File: config.mk
export PLATFORM = sky130hd
export DESIGN_NAME = ins_mem_loader
export DESIGN_NICKNAME = d
export VERILOG_FILES = /design/src/rtl/ins_mem_loader.sv
export SDC_FILE = /design/constraint.sdc
export NUM_CORES = 1
export LEC_CHECK = 0
export ABC_CLOCK_PERIOD_IN_PS = 6300
export CORE_ASPECT_RATIO = 1.4
export CORE_MARGIN = 4
export CORE_UTILIZATION = 55
export DETAILED_ROUTE_END_ITERATION = 8
export HOLD_SLACK_MARGIN = 0.12
export PLACE_DENSITY = 0.81
export SYNTH_ARGS = -nofsm -noshare
export SYNTH_HDL_FRONTEND = slang
export SYNTH_SLANG_ARGS = --single-unit
export TNS_END_PERCENT = 10
File: constraint.sdc
create_clock -name clk -period 6.3 [get_ports clk]
set_input_delay 1.89 -clock clk [delete_from_list [all_inputs] [get_ports clk]]
set_output_delay 1.89 -clock clk [all_outputs]
set_load 0.01 [all_outputs]
File: src/rtl/ins_mem_loader.sv
// ins_mem_loader: framed byte-stream boot loader driving the instruction memory write port.
// Optional macro LOADER_TIMEOUT_EN aborts a frame stalled for TIMEOUT_CYCLES cycles.
module ins_mem_loader #(
   parameter int unsigned MEM_SIZE       = 64,
   parameter int unsigned BASE_ADDR      = 0,
   parameter int unsigned TIMEOUT_CYCLES = 100000
) (
   input  logic        clk,
   input  logic        reset,
   input  logic        rx_valid,
   input  logic [7:0]  rx_data,
   output logic        rx_ready,
   output logic        write_enable,
   output logic [31:0] write_address,
   output logic [31:0] write_data,
   output logic        busy,
   output logic        done,
   output logic        error,
   output logic        cpu_hold
);
   typedef enum logic [2:0] {
      S_IDLE, S_CNT_LO, S_CNT_HI, S_DATA, S_CSUM, S_DONE, S_ERROR
   } state_t;

   localparam logic [16:0] CAPACITY = 17'(MEM_SIZE - BASE_ADDR);
   localparam logic [31:0] BASE     = 32'(BASE_ADDR);

   state_t      state_q, state_d;
   logic [15:0] count_q, count_d;
   logic [15:0] word_idx_q, word_idx_d;
   logic [1:0]  byte_cnt_q, byte_cnt_d;
   logic [23:0] word_buf_q, word_buf_d;
   logic [7:0]  csum_q, csum_d;
   logic        we_q, we_d;
   logic [31:0] waddr_q, waddr_d;
   logic [31:0] wdata_q, wdata_d;
   logic        accept;
   logic        tmo_hit;

   // Handshake: a byte moves on the posedge where rx_valid && rx_ready; ready is high whenever reset is released.
   assign rx_ready = reset;
   assign accept   = rx_valid & rx_ready;

   assign busy          = (state_q == S_CNT_LO) || (state_q == S_CNT_HI) ||
                          (state_q == S_DATA)   || (state_q == S_CSUM);
   assign done          = (state_q == S_DONE);
   assign error         = (state_q == S_ERROR);
   assign cpu_hold      = (state_q != S_DONE);
   assign write_enable  = we_q;
   assign write_address = waddr_q;
   assign write_data    = wdata_q;

`ifdef LOADER_TIMEOUT_EN
   localparam int unsigned TMO_W = $clog2(TIMEOUT_CYCLES + 1);
   logic [TMO_W-1:0] tmo_q, tmo_d;

   always_comb begin
      tmo_d   = '0;
      tmo_hit = 1'b0;
      if (busy && !accept) begin
         tmo_d   = tmo_q + TMO_W'(1);
         tmo_hit = (tmo_d == TMO_W'(TIMEOUT_CYCLES));
      end
   end

   always_ff @(posedge clk) begin
      if (!reset) tmo_q <= '0;
      else        tmo_q <= tmo_d;
   end
`else
   assign tmo_hit = 1'b0;
   if (TIMEOUT_CYCLES == 0) begin : g_no_timeout
   end
`endif

   always_comb begin
      state_d    = state_q;
      count_d    = count_q;
      word_idx_d = word_idx_q;
      byte_cnt_d = byte_cnt_q;
      word_buf_d = word_buf_q;
      csum_d     = csum_q;
      we_d       = 1'b0;
      waddr_d    = waddr_q;
      wdata_d    = wdata_q;
      if (accept) begin
         case (state_q)
            S_IDLE, S_DONE, S_ERROR: begin
               if (rx_data == 8'hA5) begin
                  state_d    = S_CNT_LO;
                  count_d    = '0;
                  word_idx_d = '0;
                  byte_cnt_d = '0;
                  csum_d     = '0;
               end
            end
            S_CNT_LO: begin
               count_d = {8'h00, rx_data};
               csum_d  = csum_q ^ rx_data;
               state_d = S_CNT_HI;
            end
            S_CNT_HI: begin
               count_d = {rx_data, count_q[7:0]};
               csum_d  = csum_q ^ rx_data;
               // 17-bit compare so a full 16-bit count never wraps past the capacity.
               if ({1'b0, count_d} > CAPACITY) state_d = S_ERROR;
               else if (count_d == 16'd0)      state_d = S_CSUM;
               else                            state_d = S_DATA;
            end
            S_DATA: begin
               csum_d     = csum_q ^ rx_data;
               byte_cnt_d = byte_cnt_q + 2'd1;
               case (byte_cnt_q)
                  2'd0: word_buf_d[7:0]   = rx_data;
                  2'd1: word_buf_d[15:8]  = rx_data;
                  2'd2: word_buf_d[23:16] = rx_data;
                  default: begin
                     we_d       = 1'b1;
                     wdata_d    = {rx_data, word_buf_q};
                     waddr_d    = BASE + {16'h0000, word_idx_q};
                     word_idx_d = word_idx_q + 16'd1;
                     if (word_idx_d == count_q) state_d = S_CSUM;
                  end
               endcase
            end
            S_CSUM:  state_d = (rx_data == csum_q) ? S_DONE : S_ERROR;
            default: state_d = S_IDLE;
         endcase
      end
      if (tmo_hit) state_d = S_ERROR;
   end

   always_ff @(posedge clk) begin
      if (!reset) begin
         state_q    <= S_IDLE;
         count_q    <= '0;
         word_idx_q <= '0;
         byte_cnt_q <= '0;
         word_buf_q <= '0;
         csum_q     <= '0;
         we_q       <= 1'b0;
         waddr_q    <= '0;
         wdata_q    <= '0;
      end else begin
         state_q    <= state_d;
         count_q    <= count_d;
         word_idx_q <= word_idx_d;
         byte_cnt_q <= byte_cnt_d;
         word_buf_q <= word_buf_d;
         csum_q     <= csum_d;
         we_q       <= we_d;
         waddr_q    <= waddr_d;
         wdata_q    <= wdata_d;
      end
   end
endmodule

==> results.py, run 1 <==
metrics = {
    "status": {
        "status": "completed",
    },
    "placement": {
        "dp_hpwl_um": 9470,
        "placedInstanceArea_um2": 6100,
        "portBuffers": 64,
        "gp_congestion": 0.860,
    },
    "timing": {
        "finClkSkew_ns": 0.00803,
        "period_share": 0.763,
        "rsz0062_at_grt": "false",
        "finalHoldViolations": 0,
        "relSlewSlack": 0.365,
        "fmax_mhz": 208,
        "drv_slew": 0,
        "min_period_ns": 4.81,
        "whs_ns": 0.450,
        "fin_setup_tns_ns": 0,
        "tightest_slew_ns": 0.952,
        "finalSetupViolCount": 0,
    },
    "setup_path": {
        "endpoint_kind": "output pin",
        "critPathBufInv": 2,
        "worstPathMaxFanout": 2,
        "r2r-start": "word_idx_q[0]$_SDFFE_PN0P_",
        "worst_setup_path_start_kind": "primary input",
        "slowest_delay_ns": 0.54,
        "crit_family": "buffers and inverters",
        "reg2reg_to": "state_q[0]$_SDFFE_PN0P_",
        "crit_path_frequent_cell": "clkdlybuf4s50_1",
        "crit_chain": "clkdlybuf4s50_1, clkdlybuf4s50_1",
        "critical_path_required_ns": 4.41,
        "slowest_stage": "clkdlybuf4s50_1",
        "arrival_ns": 2.92,
        "reg2reg_depth": 7,
        "crit_type": "in -> out",
        "rrSetupSlack_ns": 3.32,
    },
    "floorplan": {
        "initial_utilization": 0.563,
        "coreArea_um2": 9900,
        "die_w_um": 93.1,
        "dieArea_um2": 11800,
        "chipHeight_um": 127,
        "io_pins": 81,
        "row_count": 43,
    },
    "cells_and_area": {
        "drive_gt1_frac": 0.0634,
        "final_cell_area_um2": 6690,
        "fillCellCount": 858,
        "nets": 777,
        "layout_common_cells": "173 x nand2_1, 118 x dfxtp_1, 106 x a21oi_1, 64 x clkdlybuf4s50_1, 45 x nand3_1",
        "utilization": 0.676,
        "area_growth_pct": 20.0,
        "final_common_cell": "nand2_1",
        "n_antenna_cell": 0,
    },
    "synthesis": {
        "synth_area_leaders": "dfxtp_1 42%, nand2_1 12%, a21oi_1 9.5%",
        "ys_ff_latch": 118,
        "synth_edf_count": 0,
        "netlist_instances": 731,
        "async_flop_share": 0,
        "synthDistinctLibCells": 57,
        "ys_seq_area_frac": 0.424,
        "yosysTopAreaCellShare": 0.424,
        "ys_warn_count": 0,
        "yosys.area.top_type": "dfxtp_1",
        "synth.avg_cell_area_um2": 7.63,
        "synth_flop_cell": "dfxtp_1",
        "netlist_area_um2": 5580,
    },
    "drt": {
        "routed_wl_um": 14400,
        "drt_pass1_iterations": 6,
        "drc": 0,
        "postRouteAntennaNets": 0,
        "viasPerCell": 5.76,
        "drt-initial-drc-count": 390,
        "wl_per_cell_um": 15.8,
        "vias": 5228,
    },
    "global_route": {
        "grt_max_degree": 61,
        "grt_antenna_before_repair": 0,
        "grt_usage": 0.249,
        "grt_pass1_vias": 5117,
        "grt_pass1_wl_um": 23800,
        "overflow": 0,
    },
    "clocking": {
        "clock_path_buffers": 2,
        "post-cts-setup-buffer-count": 0,
        "hold_buffers": 0,
        "clk_pin_slew_ns": 0.05,
        "htreeDepth": 4,
        "cts_resized": 0,
        "cts_tree": "yes",
        "cts_buffers": 17,
        "clk_latency_ns": 0.42,
        "cts_root_buf": "clkbuf_16",
        "cts_sinks": 118,
    },
    "flow_run": {
        "maxCapViolCount": 0,
    },
    "power": {
        "power_density_nw_per_um2": 264,
        "power_uw": 1770,
        "peakVddDrop_uv": 199,
        "static-leakage-power_uw": 0.00227,
    },
    "min_path": {
        "hp-start": "write_address[2]$_SDFFE_PN0P_",
        "hold_end": "write_address[2]$_SDFFE_PN0P_",
        "holdCritPathClass": "reg -> reg",
        "holdPathStages": 2,
    },
}
## tightest hold or removal path, cell delays in order (launching register included)
cell	delay [ns]
dfxtp_1	0.30
nand2_1	0.05
a21oi_1	0.05
## registers in the layout (all words and copies together) (netlist names)
signal,flops
word_buf_q,24
write_data,32
write_enable,1
csum_q,8
word_idx_q,16
count_q,16
state_q,3
write_address,16
byte_cnt_q,2
## worst max path at each step
stage	from	to	slack [ns]	cells after the start
after floorplan	reset	rx_ready	2.40	1
after global placement	reset	rx_ready	1.51	2
after detailed placement	rx_data[1]	word_idx_q[10]$_SDFFE_PN0P_	1.43	7
after CTS	reset	rx_ready	1.49	2
after global routing	reset	rx_ready	1.46	2
final	reset	rx_ready	1.49	2
## synthesized netlist by cell type, types with 2 or more instances
cell      number
ha_1           5
xor2_1        16
a221oi_1       2
nor3_1         8
o22ai_1        2
a311oi_1       2
o211ai_1       2
nand3_1       45
o21a_1         2
and3_1         3
a21o_1         2
or4_1          6
buf_1          7
dfxtp_1      118
nand2b_1       3
o31ai_1        3
nor2_1        26
buf_2          5
or2_2          2
or3_1          3
inv_1          8
a21oi_1      106
xnor2_1       13
nand4_1        6
nor4_1         5
buf_6          5
and2_1        10
nor2b_1        4
a31oi_1       12
nand3b_1      10
nor3b_1        2
o21ai_0       34
o21ai_1        2
buf_4         19
nand2_1      174
clkbuf_1      38
## kinds of logic after synthesis
group / share of synthesized area
AOI/OAI and AO/OA: 0.184
xor gates and xnor gates: 0.0456
adders and majority gates: 0.0112
buffers and inverters: 0.0765
DFF: 0.424
muxes: 0.00202
other: 0.000673
and+or+nand+nor: 0.256
## where the power goes
part | total [uW] | switching, uW | internal, uW
sequential | 747 | 0.209 | 747
clock | 978 | 349 | 629
combinational | 41.5 | 31.6 | 9.92
## metrics by stage
stage	instances	worst slack (ns)
floorplan	746	2.40
global placement	877	1.51
detailed placement	877	1.43
CTS	908	1.49
global route	908	1.46
finish	908	1.49
## cell type report
cell class	instances	area [um2]	area share
multi-input combinational	545	2850	0.425
sequential	118	2360	0.353
tap	135	169	0.0252
timing repair buffer	70	686	0.102
clock buffer	19	443	0.0662
clock inverter	12	154	0.0230
inverter	9	33.8	0.00505
## layer usage
| layer | share of wire | global-route usage | vias up |
|---|---|---|---|
| li1 | - | - | 2529 |
| met1 | 0.41 | 0.287 | 2451 |
| met2 | 0.50 | 0.419 | 204 |
| met3 | 0.058 | 0.0707 | 44 |
| met4 | 0.037 | 0.130 | 0 |
| met5 | 0 | 0 | - |
No activity file was read; power rests on OpenSTA's default activity.
==> run 2: changes to the inputs <==
--- a/config.mk
+++ b/config.mk
@@ -5,13 +5,13 @@
 export SDC_FILE = /design/constraint.sdc
 export NUM_CORES = 1
 export LEC_CHECK = 0
-export ABC_CLOCK_PERIOD_IN_PS = 6300
+export ABC_CLOCK_PERIOD_IN_PS = 4600
 export CORE_ASPECT_RATIO = 1.4
 export CORE_MARGIN = 4
-export CORE_UTILIZATION = 55
+export CORE_UTILIZATION = 54
 export DETAILED_ROUTE_END_ITERATION = 8
 export HOLD_SLACK_MARGIN = 0.12
-export PLACE_DENSITY = 0.81
+export PLACE_DENSITY = 0.79
 export SYNTH_ARGS = -nofsm -noshare
 export SYNTH_HDL_FRONTEND = slang
 export SYNTH_SLANG_ARGS = --single-unit
==> constraint.sdc (replaced) <==
create_clock -name clk -period 4.6 [get_ports clk]
set_input_delay 1.38 -clock clk [delete_from_list [all_inputs] [get_ports clk]]
set_output_delay 1.38 -clock clk [all_outputs]
set_load 0.01 [all_outputs]
==> run 2 against run 1 <==
Net effect:
- core utilization grew 0.27 points
- sequential power rose by 37%
- largest cell class unchanged
- final cell count increased by 0.88%
- critical path depth unchanged
- total power up 41%
- setup slack got worse by 0.70 ns
- register-to-register slack lost 1.7 ns
- largest power group unchanged
- die area rose by 1.7%
- first-iteration DRC count down 16%
- highest routed layer unchanged
==> results.py, run 2 (synthesized netlist as in run 1, its figures left out) <==
metrics = {
    "status": {
        "status": "completed",
    },
    "clocking": {
        "htreeDepth": 4,
        "cts_sinks": 118,
        "cts_tree": "yes",
        "clock_path_buffers": 2,
        "cts_resized": 0,
        "cts_root_buf": "clkbuf_16",
        "hold_buffers": 0,
        "clk_pin_slew_ns": 0.05,
        "cts_buffers": 17,
        "clk_latency_ns": 0.41,
        "post-cts-setup-buffer-count": 0,
    },
    "timing": {
        "whs_ns": 0.450,
        "finalHoldViolations": 0,
        "period_share": 0.827,
        "fmax_mhz": 263,
        "rsz0062_at_grt": "false",
        "finalSetupViolCount": 0,
        "relSlewSlack": 0.390,
        "min_period_ns": 3.81,
        "fin_setup_tns_ns": 0,
        "drv_slew": 0,
        "tightest_slew_ns": 0.908,
        "finClkSkew_ns": 0.00518,
    },
    "global_route": {
        "grt_antenna_before_repair": 0,
        "overflow": 0,
        "grt_usage": 0.246,
        "grt_pass1_wl_um": 23600,
        "grt_max_degree": 86,
        "grt_pass1_vias": 5000,
    },
    "placement": {
        "gp_congestion": 0.918,
        "placedInstanceArea_um2": 6170,
        "portBuffers": 64,
        "dp_hpwl_um": 9580,
    },
    "drt": {
        "routed_wl_um": 14500,
        "postRouteAntennaNets": 0,
        "viasPerCell": 5.71,
        "drt_pass1_iterations": 7,
        "drt-initial-drc-count": 328,
        "vias": 5233,
        "drc": 0,
        "wl_per_cell_um": 15.9,
    },
    "cells_and_area": {
        "utilization": 0.679,
        "layout_common_cells": "173 x nand2_1, 118 x dfxtp_1, 106 x a21oi_1, 64 x clkdlybuf4s50_1, 45 x nand3_1",
        "fillCellCount": 848,
        "final_cell_area_um2": 6790,
        "seq_area_um2": 2360,
        "drive_gt1_frac": 0.0704,
        "multi_input_area_um2": 2850,
        "n_antenna_cell": 0,
        "largest_reg_flops": 32,
        "area_growth_pct": 21.8,
        "final_common_cell": "nand2_1",
        "nets": 785,
    },
    "setup_path": {
        "crit_path_frequent_cell": "clkdlybuf4s50_1",
        "crit_type": "in -> out",
        "slowest_stage": "clkdlybuf4s50_1",
        "crit_family": "buffers and inverters",
        "worstSetupStartpoint": "reset",
        "arrival_ns": 2.43,
        "critical_path_required_ns": 3.22,
        "endpoint_kind": "output pin",
        "crit_chain": "clkdlybuf4s50_1, clkdlybuf4s50_1",
        "worst_setup_path_start_kind": "primary input",
        "slowest_delay_ns": 0.55,
        "r2r-start": "word_idx_q[0]$_SDFFE_PN0P_",
        "critPathBufInv": 2,
        "worstPathMaxFanout": 2,
    },
    "floorplan": {
        "dieArea_um2": 12000,
        "row_count": 43,
        "coreArea_um2": 10000,
        "die_w_um": 93.9,
        "initial_utilization": 0.557,
        "chipHeight_um": 128,
        "io_pins": 81,
    },
    "power": {
        "p_seq_frac": 0.412,
        "comb_power_share": 0.026,
        "swShare": 0.200,
        "power.internal_uw": 1990,
        "switching_power_uw": 496,
        "peakVddDrop_uv": 314,
        "power_density_nw_per_um2": 366,
        "static-leakage-power_uw": 0.00233,
        "p_clk_frac": 0.562,
    },
    "min_path": {
        "hp-start": "write_address[6]$_SDFFE_PN0P_",
        "holdCritPathClass": "reg -> reg",
    },
    "flow_run": {
        "maxCapViolCount": 0,
    },
}
## run 2: changes by cell type in the layout (fill, tap and decap cells not counted)
cell,delta
buf_4,+7
clkbuf_8,+2
clkinv_4,-1
bufinv_16,+1
clkbuf_1,+2
buf_12,+1
inv_6,-1
clkinvlp_4,-2
clkinv_2,-1
## run 2: final cells by class
cell class                 count  area share
sequential                   118       0.348
multi-input combinational    545       0.419
clock inverter                 8      0.0216
timing repair buffer          78       0.112
inverter                       9     0.00497
tap                          135      0.0249
clock buffer                  23      0.0704
## run 2: through the flow
stage / cells / power [uW] / setup slack [ns]
floorplan: 746 / 1090 / 1.25
global placement: 885 / 1110 / 0.716
detailed placement: 885 / 1110 / 0.652
CTS: 916 / 2490 / 0.796
global route: 916 / 2550 / 0.759
finish: 916 / 2480 / 0.794
## run 2: path summary, 6_finish.rpt
path,cells past startpoint,to,slack [ns]
worst min register to register,2,write_address[6]$_SDFFE_PN0P_,0.45
worst min-delay path,2,write_address[6]$_SDFFE_PN0P_,0.45
worst max-delay path,2,rx_ready,0.79
worst max register to register,7,state_q[0]$_SDFFE_PN0P_,1.58
## run 2: tightest hold or removal path, cell delays in order (launching register included)
cell and delay, ns:
dfxtp_1 0.30, nand2_1 0.05, a21oi_1 0.05
## run 2: power by group through the flow
stage	combinational [uW]	sequential (uW)	clock [uW]
2_1_floorplan	48.3	1040	0
3_3_place_gp	62.2	1040	0
3_5_place_dp	63.3	1040	0
4_1_cts	63.3	1020	1400
5_1_grt	68.5	1020	1460
6_report	64.6	1020	1400
## run 2: metal layers
| metal | up-vias | track usage | part of all wire |
|---|---|---|---|
| met5 | - | 0 | 0 |
| met1 | 2432 | 0.285 | 0.40 |
| met2 | 217 | 0.405 | 0.50 |
| met4 | 0 | 0.142 | 0.033 |
| li1 | 2546 | - | - |
| met3 | 38 | 0.0640 | 0.071 |
